File: src/rtl/uart_pkg.sv
// Shared types and constants for the memory-mapped UART transmitter.
package uart_pkg;

  typedef enum logic [2:0] {
    S_IDLE   = 3'd0,
    S_START  = 3'd1,
    S_DATA   = 3'd2,
    S_PARITY = 3'd3,
    S_STOP   = 3'd4
  } uart_state_t;

  localparam logic [2:0] UART_TXDATA_OFS = 3'd0;
  localparam logic [2:0] UART_STATUS_OFS = 3'd4;

  localparam int ST_FULL  = 0;
  localparam int ST_EMPTY = 1;
  localparam int ST_BUSY  = 2;
  localparam int ST_OVF   = 3;
  localparam int ST_PAR   = 4;

  function automatic logic even_parity(input logic [7:0] b);
    return ^b;
  endfunction

endpackage

File: src/rtl/sync_fifo.sv
// Synchronous FIFO with first-word-fall-through read data.
// A push into a full FIFO is still taken when a pop happens in the same cycle.
module sync_fifo #(
  parameter int WIDTH = 8,
  parameter int DEPTH = 4
) (
  input  logic             clk,
  input  logic             rst,
  input  logic             push_i,
  input  logic [WIDTH-1:0] wdata_i,
  input  logic             pop_i,
  output logic [WIDTH-1:0] rdata_o,
  output logic             full_o,
  output logic             empty_o
);

  localparam int PTR_W = $clog2(DEPTH);
  localparam int CNT_W = DEPTH + 1;

  logic [WIDTH-1:0] mem_q [DEPTH];
  logic [PTR_W-1:0] wr_ptr_q, wr_ptr_d;
  logic [PTR_W-1:0] rd_ptr_q, rd_ptr_d;
  logic [CNT_W-1:0] cnt_q, cnt_d;
  logic             do_push_s;
  logic             do_pop_s;

  assign full_o    = (cnt_q == CNT_W'(DEPTH));
  assign empty_o   = (cnt_q == {CNT_W{1'b0}});
  assign rdata_o   = mem_q[rd_ptr_q];
  assign do_pop_s  = pop_i & ~empty_o;
  assign do_push_s = push_i & (~full_o | do_pop_s);

  // Pointer and occupancy next-state
  always_comb begin
    wr_ptr_d = wr_ptr_q;
    rd_ptr_d = rd_ptr_q;
    cnt_d    = cnt_q;
    if (do_push_s) wr_ptr_d = wr_ptr_q + PTR_W'(1);
    else           wr_ptr_d = wr_ptr_q;
    if (do_pop_s)  rd_ptr_d = rd_ptr_q + PTR_W'(1);
    else           rd_ptr_d = rd_ptr_q;
    case ({do_push_s, do_pop_s})
      2'b10:   cnt_d = cnt_q + CNT_W'(1);
      2'b01:   cnt_d = cnt_q - CNT_W'(1);
      default: cnt_d = cnt_q;
    endcase
  end

  // Storage and pointer registers
  always_ff @(posedge clk or negedge rst) begin
    if (!rst) begin
      wr_ptr_q <= {PTR_W{1'b0}};
      rd_ptr_q <= {PTR_W{1'b0}};
      cnt_q    <= {CNT_W{1'b0}};
      for (int i = 0; i < DEPTH; i++) mem_q[i] <= {WIDTH{1'b0}};
    end else begin
      wr_ptr_q <= wr_ptr_d;
      rd_ptr_q <= rd_ptr_d;
      cnt_q    <= cnt_d;
      if (do_push_s) mem_q[wr_ptr_q] <= wdata_i;
    end
  end

endmodule

File: src/rtl/mmio_uart_tx.sv
// Bus-attached UART transmitter: TXDATA/STATUS window, TX FIFO, 8N1 serialiser.
// Define MMIO_UART_PARITY_EN to add an even-parity bit (8E1 framing).
module mmio_uart_tx
  import uart_pkg::*;
#(
  parameter logic [31:0] BASE_ADDR    = 32'h0000_0040,
  parameter int          CLKS_PER_BIT = 16,
  parameter int          FIFO_DEPTH   = 4
) (
  input  logic        clk,
  input  logic        rst,
  input  logic        i_MemWrite,
  input  logic [31:0] i_DataAddr,
  input  logic [31:0] i_WriteData,
  output logic        o_sel,
  output logic [31:0] o_ReadData,
  output logic        o_tx,
  output logic        o_busy
);

  localparam int                BAUD_W   = (CLKS_PER_BIT > 1) ? $clog2(CLKS_PER_BIT) : 1;
  localparam logic [BAUD_W-1:0] BAUD_MAX = BAUD_W'(CLKS_PER_BIT - 1);

  uart_state_t       state_q, state_d;
  logic [BAUD_W-1:0] baud_q, baud_d;
  logic [2:0]        bit_q, bit_d;
  logic [7:0]        shift_q, shift_d;
  logic              tx_q, tx_d;
  logic              ovf_q, ovf_d;
`ifdef MMIO_UART_PARITY_EN
  logic              par_q, par_d;
`endif

  logic        is_status_s;
  logic        wr_txdata_s;
  logic        wr_status_s;
  logic        fifo_pop_s;
  logic        fifo_full_s;
  logic        fifo_empty_s;
  logic [7:0]  fifo_rdata_s;
  logic        baud_end_s;
  logic        ovf_set_s;
  logic        ovf_clr_s;
  logic [31:0] status_s;
  logic        unused_s;

  assign o_sel       = (i_DataAddr[31:3] == BASE_ADDR[31:3]);
  assign is_status_s = ({i_DataAddr[2], 2'b00} == UART_STATUS_OFS);
  assign wr_txdata_s = o_sel & i_MemWrite & ~is_status_s;
  assign wr_status_s = o_sel & i_MemWrite & is_status_s;
  assign baud_end_s  = (baud_q == BAUD_MAX);
  assign ovf_set_s   = wr_txdata_s & fifo_full_s & ~fifo_pop_s;
  assign ovf_clr_s   = wr_status_s & i_WriteData[ST_OVF];
  assign o_busy      = (state_q != S_IDLE) | ~fifo_empty_s;
  assign o_tx        = tx_q;
  assign unused_s    = ^{i_DataAddr[1:0], i_WriteData[31:8]};

  sync_fifo #(
    .WIDTH (8),
    .DEPTH (FIFO_DEPTH)
  ) u_fifo (
    .clk     (clk),
    .rst     (rst),
    .push_i  (wr_txdata_s),
    .wdata_i (i_WriteData[7:0]),
    .pop_i   (fifo_pop_s),
    .rdata_o (fifo_rdata_s),
    .full_o  (fifo_full_s),
    .empty_o (fifo_empty_s)
  );

  // Status word and register read mux
  always_comb begin
    status_s           = 32'd0;
    status_s[ST_FULL]  = fifo_full_s;
    status_s[ST_EMPTY] = fifo_empty_s;
    status_s[ST_BUSY]  = o_busy;
    status_s[ST_OVF]   = ovf_q;
`ifdef MMIO_UART_PARITY_EN
    status_s[ST_PAR]   = 1'b1;
`endif
    if (o_sel && is_status_s) o_ReadData = status_s;
    else                      o_ReadData = 32'd0;
  end

  // Sticky overflow: a new drop outranks a simultaneous clear
  always_comb begin
    ovf_d = ovf_q;
    if (ovf_set_s)      ovf_d = 1'b1;
    else if (ovf_clr_s) ovf_d = 1'b0;
    else                ovf_d = ovf_q;
  end

  // Frame sequencer, baud counter and bit counter
  always_comb begin
    state_d    = state_q;
    baud_d     = baud_q;
    bit_d      = bit_q;
    shift_d    = shift_q;
    fifo_pop_s = 1'b0;
    case (state_q)
      S_IDLE: begin
        if (!fifo_empty_s) begin
          fifo_pop_s = 1'b1;
          shift_d    = fifo_rdata_s;
          baud_d     = {BAUD_W{1'b0}};
          state_d    = S_START;
        end else begin
          state_d = S_IDLE;
        end
      end
      S_START: begin
        if (baud_end_s) begin
          baud_d  = {BAUD_W{1'b0}};
          bit_d   = 3'd0;
          state_d = S_DATA;
        end else begin
          baud_d = baud_q + BAUD_W'(1);
        end
      end
      S_DATA: begin
        if (baud_end_s) begin
          baud_d = {BAUD_W{1'b0}};
          if (bit_q == 3'd7) begin
`ifdef MMIO_UART_PARITY_EN
            state_d = S_PARITY;
`else
            state_d = S_STOP;
`endif
          end else begin
            bit_d   = bit_q + 3'd1;
            shift_d = {1'b0, shift_q[7:1]};
          end
        end else begin
          baud_d = baud_q + BAUD_W'(1);
        end
      end
`ifdef MMIO_UART_PARITY_EN
      S_PARITY: begin
        if (baud_end_s) begin
          baud_d  = {BAUD_W{1'b0}};
          state_d = S_STOP;
        end else begin
          baud_d = baud_q + BAUD_W'(1);
        end
      end
`endif
      S_STOP: begin
        if (baud_end_s) begin
          baud_d = {BAUD_W{1'b0}};
          if (!fifo_empty_s) begin
            fifo_pop_s = 1'b1;
            shift_d    = fifo_rdata_s;
            state_d    = S_START;
          end else begin
            state_d = S_IDLE;
          end
        end else begin
          baud_d = baud_q + BAUD_W'(1);
        end
      end
      default: begin
        baud_d  = {BAUD_W{1'b0}};
        state_d = S_IDLE;
      end
    endcase
  end

`ifdef MMIO_UART_PARITY_EN
  // Parity is captured with the byte since the shift register is consumed
  always_comb begin
    if (fifo_pop_s) par_d = even_parity(fifo_rdata_s);
    else            par_d = par_q;
  end
`endif

  // Line level follows the next state so o_tx can come straight from a flop
  always_comb begin
    case (state_d)
      S_START:  tx_d = 1'b0;
      S_DATA:   tx_d = shift_d[0];
`ifdef MMIO_UART_PARITY_EN
      S_PARITY: tx_d = par_d;
`endif
      default:  tx_d = 1'b1;
    endcase
  end

  // State registers
  always_ff @(posedge clk or negedge rst) begin
    if (!rst) begin
      state_q <= S_IDLE;
      baud_q  <= {BAUD_W{1'b0}};
      bit_q   <= 3'd0;
      shift_q <= 8'd0;
      tx_q    <= 1'b1;
      ovf_q   <= 1'b0;
`ifdef MMIO_UART_PARITY_EN
      par_q   <= 1'b0;
`endif
    end else begin
      state_q <= state_d;
      baud_q  <= baud_d;
      bit_q   <= bit_d;
      shift_q <= shift_d;
      tx_q    <= tx_d;
      ovf_q   <= ovf_d;
`ifdef MMIO_UART_PARITY_EN
      par_q   <= par_d;
`endif
    end
  end

endmodule
File: config.mk
export PLATFORM = sky130hd
export DESIGN_NAME = mmio_uart_tx
export DESIGN_NICKNAME = d
export VERILOG_FILES = /design/src/rtl/uart_pkg.sv /design/src/rtl/sync_fifo.sv /design/src/rtl/mmio_uart_tx.sv
export SDC_FILE = /design/constraint.sdc
export NUM_CORES = 1
export LEC_CHECK = 0
export BUFFER_PORTS_ARGS = -buffer_cell sky130_fd_sc_hd__clkbuf_2
export CAP_MARGIN = 20
export CORE_AREA = 2 2 82 84
export CTS_CLUSTER_SIZE = 14
export DETAILED_ROUTE_END_ITERATION = 12
export DIE_AREA = 0 0 84 86
export PLACE_DENSITY = 0.82
export SETUP_SLACK_MARGIN = 0.15
export SLEW_MARGIN = 20
export SYNTH_ARGS = -nofsm -noshare
export SYNTH_HDL_FRONTEND = slang
export SYNTH_SLANG_ARGS = --single-unit
File: constraint.sdc
create_clock -name clk -period 4.2 [get_ports clk]
set_input_delay 0 -clock clk [delete_from_list [all_inputs] [get_ports clk]]
set_output_delay 0 -clock clk [all_outputs]
set_load 0.01 [all_outputs]
Yosys cells after proc, flatten, opt, wreduce, memory -nomap -nowiden
Index checks and enable logic that the tools add are counted.
Storage, ports and cells
  bits in registers: 61
  bits in latches: 0
  RAM bits: 0
  bits in read-only memories: 0
  input port bits: 67
  word-level logic and storage cells: 99
  memories kept: 0
Operators by class
  $add $sub $neg: 6
  $mul: 0
  divide/modulo/power cells: 0
  magnitude comparators: 3
  eq/ne operators: 16
  shifts and indexed selects: 0
  mux-type cells: 32
  bitwise logic cells: 16
  reduce and logical (&&, ||, !) cells: 12
Operators with widths (count)
  $mux W8: 7
  $bwmux W32: 1
  $eq A29 B4 Y1 const B: 1
  $pmux W8 S3: 1
  $mux W3: 7
  $bmux W8 S2: 1
  $demux W8 S2: 1
  $mux W4: 3
  $pmux W3 S4: 1
  $ne A2 B2 Y1 const B: 5
  $pmux W5 S2: 1
  $and A1 B1 Y1: 8
  $pmux W4 S2: 1
  $reduce_and A4 Y1: 2
  $eq A3 B1 Y1 const B: 2
  $eq A3 B2 Y1 const B: 2
  $eq A3 B3 Y1 const B: 2
  $ge A3 B3 Y1 const B: 2
  $not A2 Y3: 2
  $pmux W3 S2: 1
  $reduce_bool A2 Y1: 3
  $reduce_bool A3 Y1: 2
  $add A5 B1 Y5 const B: 1
  $eq A5 B3 Y1 const B: 1
  16 further kinds: 27

Depth between registers and ports, before layout
Gate-level depths: netlist of run 1.
  depth after elaboration: 9
  depth in mapped cells: 14
  depth with buffers taken out: 12

Hierarchy
A second synthesis of run 1 with hierarchy kept.
Unflattened totals
  cell total of the unflattened synthesis: 297
  area total of the unflattened synthesis: 3578.4 sq um
By module, submodules not included
  sync_fifo: times used 1, cells each 144, area an instance 2084.5 sq um, sequential area each 1026.0 sq um
  mmio_uart_tx: times used 1, cells each 153, area an instance 1493.9 sq um, sequential area each 501.7 sq um

Worst setup path after synthesis of run 1
OpenSTA, ideal clock, no wires.
  kind: reg2reg
  from: reg u_fifo.cnt_q[1]
  to: reg u_fifo.cnt_q[2]
  library setup time: 134 ps
  data arrival time: 2728 ps
  setup slack: 1338 ps
  cell stages (with the launch flop): 13
  path buffers: 2
  period minus slack after synthesis: 2862 ps
  cells stage by stage: dfrtp_1 -> or3_1 -> clkbuf_1 -> nor3_1 -> nor2_1 -> ha_1 -> clkbuf_1 -> xor2_1 -> ha_1 -> a21oi_1 -> xor2_1 -> nor2_1 -> xor2_1
Between the ends
  cells in the longest elaborated chain, start to end: 9
  elaborated cells between the ends (all ways): 16
  those cells by class: add/sub: 2; eq/ne: 3; mux: 4; bitwise: 5; reduce/logical: 2
Ends and longest elaborated chain
  from (decl): line sync_fifo.sv:23  | logic [CNT_W-1:0] cnt_q, cnt_d;
  from (signal assigned): line sync_fifo.sv:54  | cnt_q <= {CNT_W{1'b0}};
  from (signal assigned): line sync_fifo.sv:59  | cnt_q <= cnt_d;
  $logic_not A5 Y1 (*): line sync_fifo.sv:28  | assign empty_o = (cnt_q == {CNT_W{1'b0}});
  $mux W1: line mmio_uart_tx.sv:103, mmio_uart_tx.sv:151
  $mux W1: line mmio_uart_tx.sv:149  | if (baud_end_s) begin
  $pmux W1 S2: line mmio_uart_tx.sv:101  | case (state_q)
  $and A1 B1 Y1 (*): line sync_fifo.sv:30  | assign do_pop_s = pop_i & ~empty_o;
  named net u_fifo.do_pop_s: line sync_fifo.sv:25  | logic do_pop_s;
  $or A1 B1 Y1: line sync_fifo.sv:31  | assign do_push_s = push_i & (~full_o | do_pop_s);
  $and A1 B1 Y1: line sync_fifo.sv:31
  $eq A2 B1 Y1 / $eq A2 B2 Y1 (equally long branches): line sync_fifo.sv:42  | case ({do_push_s, do_pop_s})
  $pmux W5 S2 / $reduce_bool A2 Y1 (equally long branches)
Mark *: on every way through the listed nets, which the timed path passes. The rest lies on a longest branch.
A chain may end at the register's enable or synchronous reset.

Final worst setup path of run 1
  from: reg baud_q[0]
  to: reg u_fifo.cnt_q[4]
Between the ends
  cells in the longest elaborated chain, start to end: 8
  elaborated cells between the ends (all ways): 10
  those cells by class: eq/ne: 3; mux: 3; bitwise: 3; reduce/logical: 1
Ends and longest elaborated chain
  from (decl): line mmio_uart_tx.sv:25  | logic [BAUD_W-1:0] baud_q, baud_d;
  from (signal assigned): line mmio_uart_tx.sv:193  | baud_q <= {BAUD_W{1'b0}};
  from (signal assigned): line mmio_uart_tx.sv:203  | baud_q <= baud_d;
  $eq A4 B4 Y1 (*): line mmio_uart_tx.sv:51  | assign baud_end_s = (baud_q == BAUD_MAX);
  $mux W1 (*): line mmio_uart_tx.sv:149
  $pmux W1 S2 (*): line mmio_uart_tx.sv:101
  $and A1 B1 Y1 (*): line sync_fifo.sv:30
  named net u_fifo.do_pop_s: line sync_fifo.sv:25
  $or A1 B1 Y1: line sync_fifo.sv:31
  $and A1 B1 Y1: line sync_fifo.sv:31
  $eq A2 B1 Y1 / $eq A2 B2 Y1 (equally long branches): line sync_fifo.sv:42
  $pmux W5 S2 / $reduce_bool A2 Y1 (equally long branches)
Marks and branches as above.

==> reports/metrics.csv, run 1 <==
stage,metric,value,unit
status,status,completed,
synth,post-synthesis register bit count,61,
synth,top area cells in the synthesized netlist,"dfrtp_1 (43%), mux2_2 (11%), buf_4 (6.1%), mux4_2 (5.2%), ha_1 (3.6%)",
synth,dominant synthesized flop cell,dfrtp_1,
clocking,TritonCTS Buffers,9,
routing,final WL,6420,µm
timing,Rel. slew slack,49.5,%
clocking,clock sinks,61,
global_routing,first-pass GRT wire length,11100,µm
clocking,deepest clock path buffer count,2,
place,detailed placer's ending HPWL,4540,µm
synth,xor/xnor share of the synthesized area,3.03,%
synth,Syn Inst Count,302,
pwr,Seq pwr share,49.4,%
critical_path,crit-path max cell delay,400,ps
synth,adder-cell share of the synthesized area,3.60,%
floorplan,die width,84,µm
critical_path,CP Data Required Time,4470,ps
critical_path,critical path launch point type,flip-flop,
pwr,Static Leak,1.97,nW
floorplan,starting density of the core,55.3,%
critical_path,reg2reg path depth,10,
pwr,PwrDens,300,nW/µm²
routing,DRC viols,0,
pwr,Max VDD drop,0.000233,V
global_routing,largest net degree at the start of global routing,62,
clocking,Clock Latency Late Sink,350,ps
synth,Mean Syn Cell Area,11.5,µm²
global_routing,antenna violations before repair,0,
layout,post-layout util,63.1,%
pwr,Comb pwr share,5.3,%
critical_path,crit-path max FO,10,
synth,top cell type by total area after synthesis,dfrtp_1,
layout,"commonest non-fill, non-tap cells in the layout","dfrtp_1 (60), clkbuf_2 (47), mux2_2 (34)",
synth,post-synthesis mux area share,16.8,%
floorplan,Core Area,6280,µm²
clocking,H-tree Lvls,3,
worst_hold_path,Worst Hold Path Cells,5,
pwr,Clock power frac,45.3,%
pwr,sw frac,24.9,%
timing,Final period util,68.8,%
timing,f_max,346,MHz
floorplan,Die Y,86,µm
critical_path,crit-path cells,ha_1 > nand3_2 > a21o_1 > nor2_1 > ha_1 > xor2_1 > ha_1 > a211oi_1 > nor4_1 > xor2_1,
global_routing,grt ovf,0,
critical_path,arrival time worst endpoint,3160,ps
routing,DR WL/cell,14.5,µm
floorplan,Std-Cell Rows,29,
timing,RSZ-0062 raised after global routing,false,
layout,fraction of layout cells with a size suffix above 1,32.1,%
timing,"Hold Vio Cnt, Final",0,
synth,yosys warns,0,
critical_path,CP endpoint kind,flip-flop,
synth,synthesized cell area,3470,µm²
worst_hold_path,class of the tightest hold or removal check,input pin to flip-flop,
routing,Vias/cell,5.58,
global_routing,GRT Total Usage,19.6,%
timing,Final TNS setup,0,ps
floorplan,total die area,7220,µm²
timing,final setup violation count,0,
synth,Yosys top cell area share,43.2,%
clocking,clock-pin slew on the worst setup and hold paths,70,ps
synth,sequential fraction of the synthesis area,44.0,%
clocking,Post-CTS Resized,0,
job,Max Cap Violations,0,
floorplan,num ports,102,
timing,Worst Tran Pin Value,757,ps
layout,area delta synth->final,14.1,%
routing,DR iter-0 viols,101,
critical_path,Crit Reg-Reg Startpoint,baud_q[0],
synth,main combinational cell family by area after synthesis,multiplexers,
pwr,NetSw,0.296,mW
critical_path,CP Class,flip-flop to flip-flop,
critical_path,CP most frequent cell,ha_1,
critical_path,Worst path depth,10,
critical_path,family with the most delay on the worst path,adder cells,
place,gpl congestion,0.817,
timing,Final Slew Violations,0,
routing,Via Count,2465,
clocking,CTS tree,done,
synth,Post-synth EDFFs,0,
pwr,Internal Power,0.893,mW
global_routing,vias in the first global route,2475,
layout,"most common cell after layout, fill and taps aside",dfrtp_1,
synth,Post-synth ARST share,100,%
worst_hold_path,min-delay src,i_DataAddr[14],
routing,Final ANT Viol Nets,0,
synth,compound-cell area share of the yosys netlist,11.7,%
layout,Fill cells,509,
layout,ant diodes,0,
clocking,setup bufs post-CTS,0,
critical_path,"Slowest-stage cell, CP",dfrtp_1,
critical_path,Worst Setup SP,baud_q[0],
layout,Nets,437,
timing,Setup Skew,9.87,ps
synth,Simple-Gate Fraction of Synth Area,12.3,%
synth,Netlist cell types,47,
clocking,clock root cell,clkbuf_8,
critical_path,CP Buf/Inv Count,0,
timing,Tmin final,2890,ps
place,I/O Buffers,47,
routing,DR pass1 iterations,4,
-- registers in the layout, summed over array words and instances (netlist names) --
register,cells
ovf_q,1
state_q,3
u_fifo.mem_q,32
u_fifo.cnt_q,5
o_tx,1
u_fifo.rd_ptr_q,2
shift_q,8
bit_q,3
baud_q,4
u_fifo.wr_ptr_q,2
-- layer usage --
metal	vias to the layer above	track usage (%)	wire, µm
met4	0	8.65	121
met3	11	4.72	197
met2	49	35.1	3430
li1	1171	-	-
met1	1234	22.3	2670
met5	-	0	0
-- worst reg2reg max path: stages, from the launching register on --
cell	delay, ps
dfrtp_1	400
ha_1	230
nand3_2	220
a21o_1	330
nor2_1	260
ha_1	400
xor2_1	180
ha_1	200
a211oi_1	80
nor4_1	340
xor2_1	170
-- Yosys cell counts, drive strengths merged (3+ instances only) --
library cell / number
nor3b: 3
o31ai: 3
nor4: 10
nor3: 3
nor2: 12
nand4: 3
buf: 32
a2111oi: 4
mux2: 34
nand2: 8
a31oi: 9
xnor2: 4
nand2b: 5
and3: 7
inv: 9
o21ai: 13
dfrtp: 60
a21oi: 9
ha: 10
clkbuf: 7
mux4: 8
xor2: 8
nand3: 16
-- area by class of cell --
class	instances	area, µm²	share of cell area (%)
multi-input cells	220	1750	44.2
well taps	77	96.3	2.43
clock buffers	9	124	3.13
repair buffers	59	350	8.84
clock inverters	7	78.8	1.99
flip-flops and latches	61	1530	38.6
inverters	9	33.8	0.853
-- what timing repair did --
item | CTS | global route
hold buffers | 10 | 0
setup endpoints to repair | 0 | 0
hold endpoints to repair | 93 | 0
-- per-stage QoR --
step	instances	power [mW]	area, µm²	setup slack, ps	hold WS, ps
2_1_floorplan	329	0.638	3570	1340	-296
3_3_place_gp	416	0.654	3660	1300	204
3_5_place_dp	416	0.655	3660	1210	208
4_1_cts	442	1.20	3960	1280	4.80
5_1_grt	442	1.24	3960	1100	37.6
6_report	442	1.19	3960	1310	13.3
-- power by group through the flow --
stage / Clock, mW / Combinational, mW / Sequential, mW
global placement: 0 / 0.0555 / 0.599
detailed placement: 0 / 0.0566 / 0.599
finish: 0.538 / 0.0634 / 0.587
floorplan: 0 / 0.0393 / 0.599
CTS: 0.551 / 0.0642 / 0.587
global route: 0.579 / 0.0718 / 0.587
-- logic make-up after synthesis --
group                    Yosys count
buffers and inverters             48
multiplexers                      44
adder cells (fa/ha/maj)           10
flip-flops                        61
AO/OA/AOI/OAI                     49
other                              1
AND/OR/NAND/NOR                   77
XOR/XNOR                          12
-- worst paths after layout --
kind	to	slack, ps
max	u_fifo.cnt_q[4]	1310
min	ovf_q	10
max reg2reg	u_fifo.cnt_q[4]	1310
min reg2reg	u_fifo.cnt_q[4]	470
max in group asynchronous	ovf_q	3350
min in group asynchronous	u_fifo.wr_ptr_q[0]	330
Power figures use the tool's default switching activity.
==> inputs of run 2 (changes only) <==
--- a/config.mk
+++ b/config.mk
@@ -7,11 +7,11 @@
 export LEC_CHECK = 0
 export BUFFER_PORTS_ARGS = -buffer_cell sky130_fd_sc_hd__clkbuf_2
 export CAP_MARGIN = 20
-export CORE_AREA = 2 2 82 84
+export CORE_AREA = 2 2 89 91
 export CTS_CLUSTER_SIZE = 14
 export DETAILED_ROUTE_END_ITERATION = 12
-export DIE_AREA = 0 0 84 86
-export PLACE_DENSITY = 0.82
+export DIE_AREA = 0 0 91 93
+export PLACE_DENSITY = 0.74
 export SETUP_SLACK_MARGIN = 0.15
 export SLEW_MARGIN = 20
 export SYNTH_ARGS = -nofsm -noshare
==> constraint.sdc (replaced) <==
create_clock -name clk -period 2.55 [get_ports clk]
set_input_delay 0 -clock clk [delete_from_list [all_inputs] [get_ports clk]]
set_output_delay 0 -clock clk [all_outputs]
set_load 0.01 [all_outputs]
==> run 2 against run 1 <==
Compared with the run above:
- sequential share of layout area decreased by 3.2 points
- hold slack improved by 1.6 ps
- critical path depth increased by 1
- core utilization decreased by 5.7 points
- total power increased by 72%
- via count increased by 4.9%
- final cell count increased by 12%
- highest routed layer unchanged
==> reports/metrics.csv, run 2 (synthesis gave the netlist of run 1 again) <==
stage,metric,value,unit,change
status,status,completed,,
global_routing,GRT Total Usage,17.5,%,-2.0 points
critical_path,CP Class,flip-flop to flip-flop,,
critical_path,crit-path max FO,5,,-5
clocking,Clock Latency Late Sink,340,ps,about the same
place,placed cell count,460,,+11%
global_routing,vias in the first global route,2625,,+6.1%
layout,Layout Cells excl Fill,495,,+12%
place,gpl congestion,0.814,,-0.37%
place,detailed placer's ending HPWL,5010,µm,+10%
global_routing,antenna violations before repair,0,,unchanged
pwr,Max VDD drop,0.000329,V,+42%
routing,final WL,7080,µm,+10%
timing,hold slack final,14.9,ps,+1.60 ps
routing,DRC viols,0,,unchanged
critical_path,arrival time worst endpoint,2560,ps,-600 ps
floorplan,die width,91,µm,+8.3%
clocking,H-tree Lvls,3,,unchanged
layout,area delta synth->final,24.6,%,
timing,Final period util,91.3,%,+22 points
job,Max Cap Violations,0,,unchanged
clocking,TritonCTS Buffers,9,,unchanged
layout,Fill cells,635,,+25%
timing,Setup Skew,9.60,ps,-0.265 ps
critical_path,CP endpoint kind,flip-flop,,
routing,DR iter-0 viols,126,,+25%
layout,Largest register FFs,32,,unchanged
layout,Top Registers,"u_fifo.mem_q (32), shift_q (8), u_fifo.cnt_q (5)",,
floorplan,starting density of the core,46.1,%,-9.2 points
layout,Nets,465,,+6.4%
layout,fin area,4330,µm²,+9.2%
clocking,deepest clock path buffer count,2,,unchanged
routing,DR WL/cell,14.3,µm,-1.5%
worst_hold_path,class of the tightest hold or removal check,input pin to flip-flop,,
timing,f_max,429,MHz,+24%
layout,fraction of layout cells with a size suffix above 1,40.5,%,+8.4 points
pwr,overall power,2.04,mW,+72%
timing,final setup violation count,0,,unchanged
layout,"most common cell after layout, fill and taps aside",dfrtp_1,,
routing,Final ANT Viol Nets,0,,unchanged
clocking,clock root cell,clkbuf_8,,
global_routing,first-pass GRT wire length,11800,µm,+6.1%
critical_path,CP Data Required Time,2780,ps,-1690 ps
routing,DR pass1 iterations,4,,unchanged
global_routing,grt ovf,0,,unchanged
clocking,CTS tree,done,,
pwr,PwrDens,472,nW/µm²,+57%
critical_path,critical path launch point type,flip-flop,,
layout,ant diodes,0,,unchanged
floorplan,Std-Cell Rows,32,,+10%
layout,post-layout util,57.5,%,-5.7 points
place,dpl cell area,3860,µm²,+5.4%
timing,PnR worst setup slack,221,ps,-1090 ps
timing,Tmin final,2330,ps,-562 ps
floorplan,Core Area,7530,µm²,+20%
clocking,clock sinks,61,,unchanged
global_routing,largest net degree at the start of global routing,33,,-47%
layout,"commonest non-fill, non-tap cells in the layout","dfrtp_1 (60), clkbuf_2 (47), mux2_2 (34)",,
floorplan,num ports,102,,unchanged
timing,RSZ-0062 raised after global routing,true,,
pwr,Static Leak,2.12,nW,+7.4%
floorplan,Die Y,93,µm,+8.1%
routing,Vias/cell,5.22,,-6.4%
layout,Reg with most FFs,u_fifo.mem_q,,
place,Setup Slack @ Placement,91.5,ps,-1120 ps
timing,Rel. slew slack,45.0,%,-4.5 points
timing,"Hold Vio Cnt, Final",0,,unchanged
timing,Final Slew Violations,0,,unchanged
timing,Final TNS setup,0,ps,unchanged
floorplan,total die area,8460,µm²,+17%
clocking,clock-pin slew on the worst setup and hold paths,80,ps,about the same
place,I/O Buffers,47,,unchanged
routing,Via Count,2585,,+4.9%
timing,Worst Tran Pin Value,825,ps,+67.7 ps
run 2: changes by cell type in the layout (fill, tap and decap cells not counted), moves of 2 or more:
cell,change
buf_4,+28
ha_1,-3
inv_6,-3
ha_4,+2
nand3_4,+2
nor2_1,-2
nor2_4,+2
nor3_1,-2
or2_4,+2
run 2: layout make-up:
| class | instances | area, µm² | share of cell area [%] |
|---|---|---|---|
| Clock buffer | 9 | 124 | 2.86 |
| Clock inverter | 7 | 98.8 | 2.29 |
| Inverter | 9 | 33.8 | 0.781 |
| Multi-Input combinational cell | 220 | 1850 | 42.8 |
| Sequential cell | 61 | 1530 | 35.3 |
| Tap cell | 102 | 128 | 2.95 |
| Timing Repair Buffer | 87 | 561 | 13.0 |
run 2: worst max-delay path, cell delays in order (launching register included):
cell     delay (ps)
dfrtp_1         390
or3_4           450
nor3_4          250
nor2_4           70
ha_4            160
xor2_1          150
ha_2            180
buf_4           130
a21oi_2         100
xor2_1          140
nor2_1           60
xor2_1          140
run 2: repair_timing:
| action | in CTS | in global routing |
|---|---|---|
| buffers inserted | 3 | 6 |
| setup endpoints to repair | 2 | 3 |
| gates cloned | 0 | 0 |
| resized for setup | 4 | 10 |
| hold buffers | 10 | 0 |
| endpoints found under the hold margin | 63 | 0 |
| pin swaps | 3 | 9 |
run 2: metal layers:
metal  part of all wire (%)  up-vias  wire (µm)  global-route usage [%]
li1                       -     1229          -                       -
met1                     42     1270       2960                    20.4
met2                     52       72       3680                    31.8
met3                    4.2       14        300                    3.30
met4                    2.0        0        144                    7.20
met5                      0        -          0                       0
run 2: final timing paths:
kind / depth (start not counted) / slack [ps] / end / startpoint
setup reg to reg: 11 / 220 / u_fifo.cnt_q[2] / u_fifo.cnt_q[0]
hold reg to reg: 1 / 480 / u_fifo.cnt_q[4] / u_fifo.cnt_q[4]
max in group asynchronous: 3 / 1490 / o_tx / rst
setup / recovery: 11 / 220 / u_fifo.cnt_q[2] / u_fifo.cnt_q[0]
min in group asynchronous: 2 / 300 / u_fifo.mem_q[28] / rst
hold / removal: 5 / 10 / ovf_q / i_DataAddr[13]
run 2: report_power, final:
part / switching, mW / internal [mW]
Combinational: 0.0680 / 0.0410
Clock: 0.412 / 0.555
Sequential: 0.000184 / 0.967
==> inputs of run 3 (changes only) <==
--- a/config.mk
+++ b/config.mk
@@ -7,11 +7,11 @@
 export LEC_CHECK = 0
 export BUFFER_PORTS_ARGS = -buffer_cell sky130_fd_sc_hd__clkbuf_2
 export CAP_MARGIN = 20
-export CORE_AREA = 2 2 89 91
+export CORE_AREA = 2 2 121 123
 export CTS_CLUSTER_SIZE = 14
 export DETAILED_ROUTE_END_ITERATION = 12
-export DIE_AREA = 0 0 91 93
-export PLACE_DENSITY = 0.74
+export DIE_AREA = 0 0 123 125
+export PLACE_DENSITY = 0.44
 export SETUP_SLACK_MARGIN = 0.15
 export SLEW_MARGIN = 20
 export SYNTH_ARGS = -nofsm -noshare
==> run 3 against run 2 <==
Compared with the run above:
- count of clock-buffer cells in the layout stayed put
- total power rose by 14%
- combinational power hardly changed
- sequential share of layout area fell by 1.2 points
- clock skew is 1.2 ps lower
- worst setup slack improved by 69 ps
- wire length increased by 5.2%
- first-iteration DRC count is 40% lower
- largest cell class unchanged
- largest power group is now clock
- highest routed layer unchanged
==> reports/metrics.csv, run 3 (synthesis gave the netlist of run 1 again) <==
stage,metric,value,unit,change
routing,Final ANT Viol Nets,0,,unchanged
global_routing,grt ovf,0,,unchanged
layout,Layout Cells excl Fill,575,,+16%
clocking,CTS tree,done,,
routing,Via Count,2528,,-2.2%
pwr,Static Leak,2.15,nW,+1.5%
clocking,clock root cell,clkbuf_16,,
critical_path,CP Class,flip-flop to flip-flop,,
routing,Vias/cell,4.40,,-16%
routing,DR WL/cell,12.9,µm,-9.4%
critical_path,Crit Reg-Reg Startpoint,baud_q[1],,
critical_path,FF-to-FF setup slack,290,ps,+70 ps
floorplan,Std-Cell Rows,44,,+38%
place,placed cell count,544,,+18%
timing,f_max,442,MHz,+3.0%
routing,DR pass1 iterations,4,,unchanged
floorplan,Core Area,14200,µm²,+89%
global_routing,vias in the first global route,2544,,-3.1%
critical_path,crit-path max FO,3,,-2
timing,RSZ-0062 raised after global routing,true,,
clocking,clock-pin slew on the worst setup and hold paths,60,ps,-20 ps
global_routing,GRT Total Usage,10.5,%,-7.0 points
pwr,overall power,2.32,mW,+14%
status,status,completed,,
routing,final WL,7450,µm,+5.2%
floorplan,starting density of the core,24.4,%,-22 points
timing,Tmin final,2260,ps,-68.7 ps
clocking,Clock Latency Late Sink,330,ps,about the same
global_routing,largest net degree at the start of global routing,33,,unchanged
timing,Final Slew Violations,0,,unchanged
critical_path,CP Data Required Time,2810,ps,+30 ps
timing,Worst Tran Pin Value,618,ps,-208 ps
layout,"most common cell after layout, fill and taps aside",dfrtp_1,,
critical_path,family with the most delay on the worst path,simple AND/OR/NAND/NOR gates,,
place,detailed placer's ending HPWL,5430,µm,+8.4%
clocking,deepest clock path buffer count,2,,unchanged
critical_path,"Slowest-stage cell, CP",dfrtp_1,,
layout,"commonest non-fill, non-tap cells in the layout","dfrtp_1 (60), clkbuf_2 (47), mux2_2 (34)",,
timing,hold slack final,34.5,ps,+19.7 ps
critical_path,arrival time worst endpoint,2520,ps,-40 ps
layout,Nets,463,,-0.43%
timing,Final period util,88.6,%,-2.7 points
routing,DR iter-0 viols,75,,-40%
critical_path,crit-path max cell delay,390,ps,-60 ps
worst_hold_path,min-delay src,i_DataAddr[3],,
routing,top layer in use,met4,,
layout,Largest register FFs,32,,unchanged
floorplan,Die Y,125,µm,+34%
clocking,clock sinks,61,,unchanged
critical_path,critical path launch point type,flip-flop,,
floorplan,num ports,102,,unchanged
critical_path,Worst Setup SP,baud_q[1],,
critical_path,CP endpoint kind,flip-flop,,
timing,Setup Skew,8.45,ps,-1.15 ps
pwr,Max VDD drop,0.000313,V,-5.1%
layout,Reg with most FFs,u_fifo.mem_q,,
pwr,PwrDens,519,nW/µm²,+9.8%
layout,fraction of layout cells with a size suffix above 1,39.9,%,-0.56 points
place,I/O Buffers,47,,unchanged
clocking,H-tree Lvls,3,,unchanged
routing,DRC viols,0,,unchanged
critical_path,CP Buf/Inv Count,0,,-1
timing,Rel. slew slack,58.8,%,+14 points
layout,area delta synth->final,28.9,%,
routing,met1 WL,3380,µm,+14%
critical_path,crit-path cells,ha_4 > nand3_2 > a21o_1 > nand2_2 > nand3_2 > ha_4 > xor2_1 > ha_2 > a211oi_1 > nor4_1 > xor2_1,,
timing,"Hold Vio Cnt, Final",0,,unchanged
layout,Top Registers,"u_fifo.mem_q (32), shift_q (8), u_fifo.cnt_q (5)",,
job,Max Cap Violations,0,,unchanged
layout,ant diodes,0,,unchanged
global_routing,antenna violations before repair,0,,unchanged
place,gpl congestion,0.769,,-5.5%
global_routing,first-pass GRT wire length,12800,µm,+8.4%
timing,Final TNS setup,0,ps,unchanged
routing,met2 WL,3730,µm,+1.5%
routing,WL met3,260,µm,-13%
floorplan,die width,123,µm,+35%
floorplan,total die area,15400,µm²,+82%
timing,final setup violation count,0,,unchanged
clocking,TritonCTS Buffers,9,,unchanged
worst_hold_path,class of the tightest hold or removal check,input pin to flip-flop,,
## run 3: cell types whose count changed in the layout (fill, tap and decap cells not counted), sizes merged
cell / delta
buf: -2
clkinv: -2
inv: +2
bufinv: -1
clkinvlp: +1
## run 3: final timing paths
path                                     to  cells past startpoint
max                         u_fifo.cnt_q[4]                     11
min                                   ovf_q                      5
min reg2reg                 u_fifo.cnt_q[4]                      1
max reg2reg                 u_fifo.cnt_q[4]                     11
max in group asynchronous              o_tx                      3
min in group asynchronous  u_fifo.mem_q[14]                      3
## run 3: where the power goes
group	leakage (nW)	internal [mW]	switching [mW]
logic	1.17	0.0410	0.0672
registers	0.844	0.968	0.000183
clock network	0.143	0.768	0.477
total	2.15	1.78	0.544
## run 3: final cells by class
| class | count | area, µm² |
|---|---|---|
| clock inverters | 7 | 80.1 |
| clock buffers | 9 | 225 |
| well taps | 184 | 230 |
| flip-flops and latches | 61 | 1530 |
| multi-input cells | 220 | 1830 |
| repair buffers | 85 | 546 |
| fillers | 1496 | 9730 |
| inverters | 9 | 33.8 |
## run 3: timing repair
item / in CTS / in global routing
setup buffers: 1 / 4
endpoints found under the setup margin: 2 / 4
pin swaps: 3 / 8
hold buffers: 10 / 0
hold endpoints to repair: 93 / 0
gates resized for setup: 5 / 6
## run 3: tightest hold or removal path, cell delays in order
cell and delay (ps):
clkbuf_2 90, nor4_1 40, nand4_1 70, o31ai_1 80, o31ai_1 60
## run 3: through the flow
step,utilization [%],setup WS [ps],instance area [µm²]
after floorplan,-,10.1,3620
after global placement,28.0,109,3980
after detailed placement,28.0,98.8,3980
after CTS,31.1,161,4410
after global routing,31.5,113,4480
final,31.5,290,4480
## run 3: metal layers
metal,vias up,GRT usage [%]
met2,49,16.7
met3,6,3.47
li1,1232,-
met1,1241,13.6
met4,0,2.94
met5,-,0
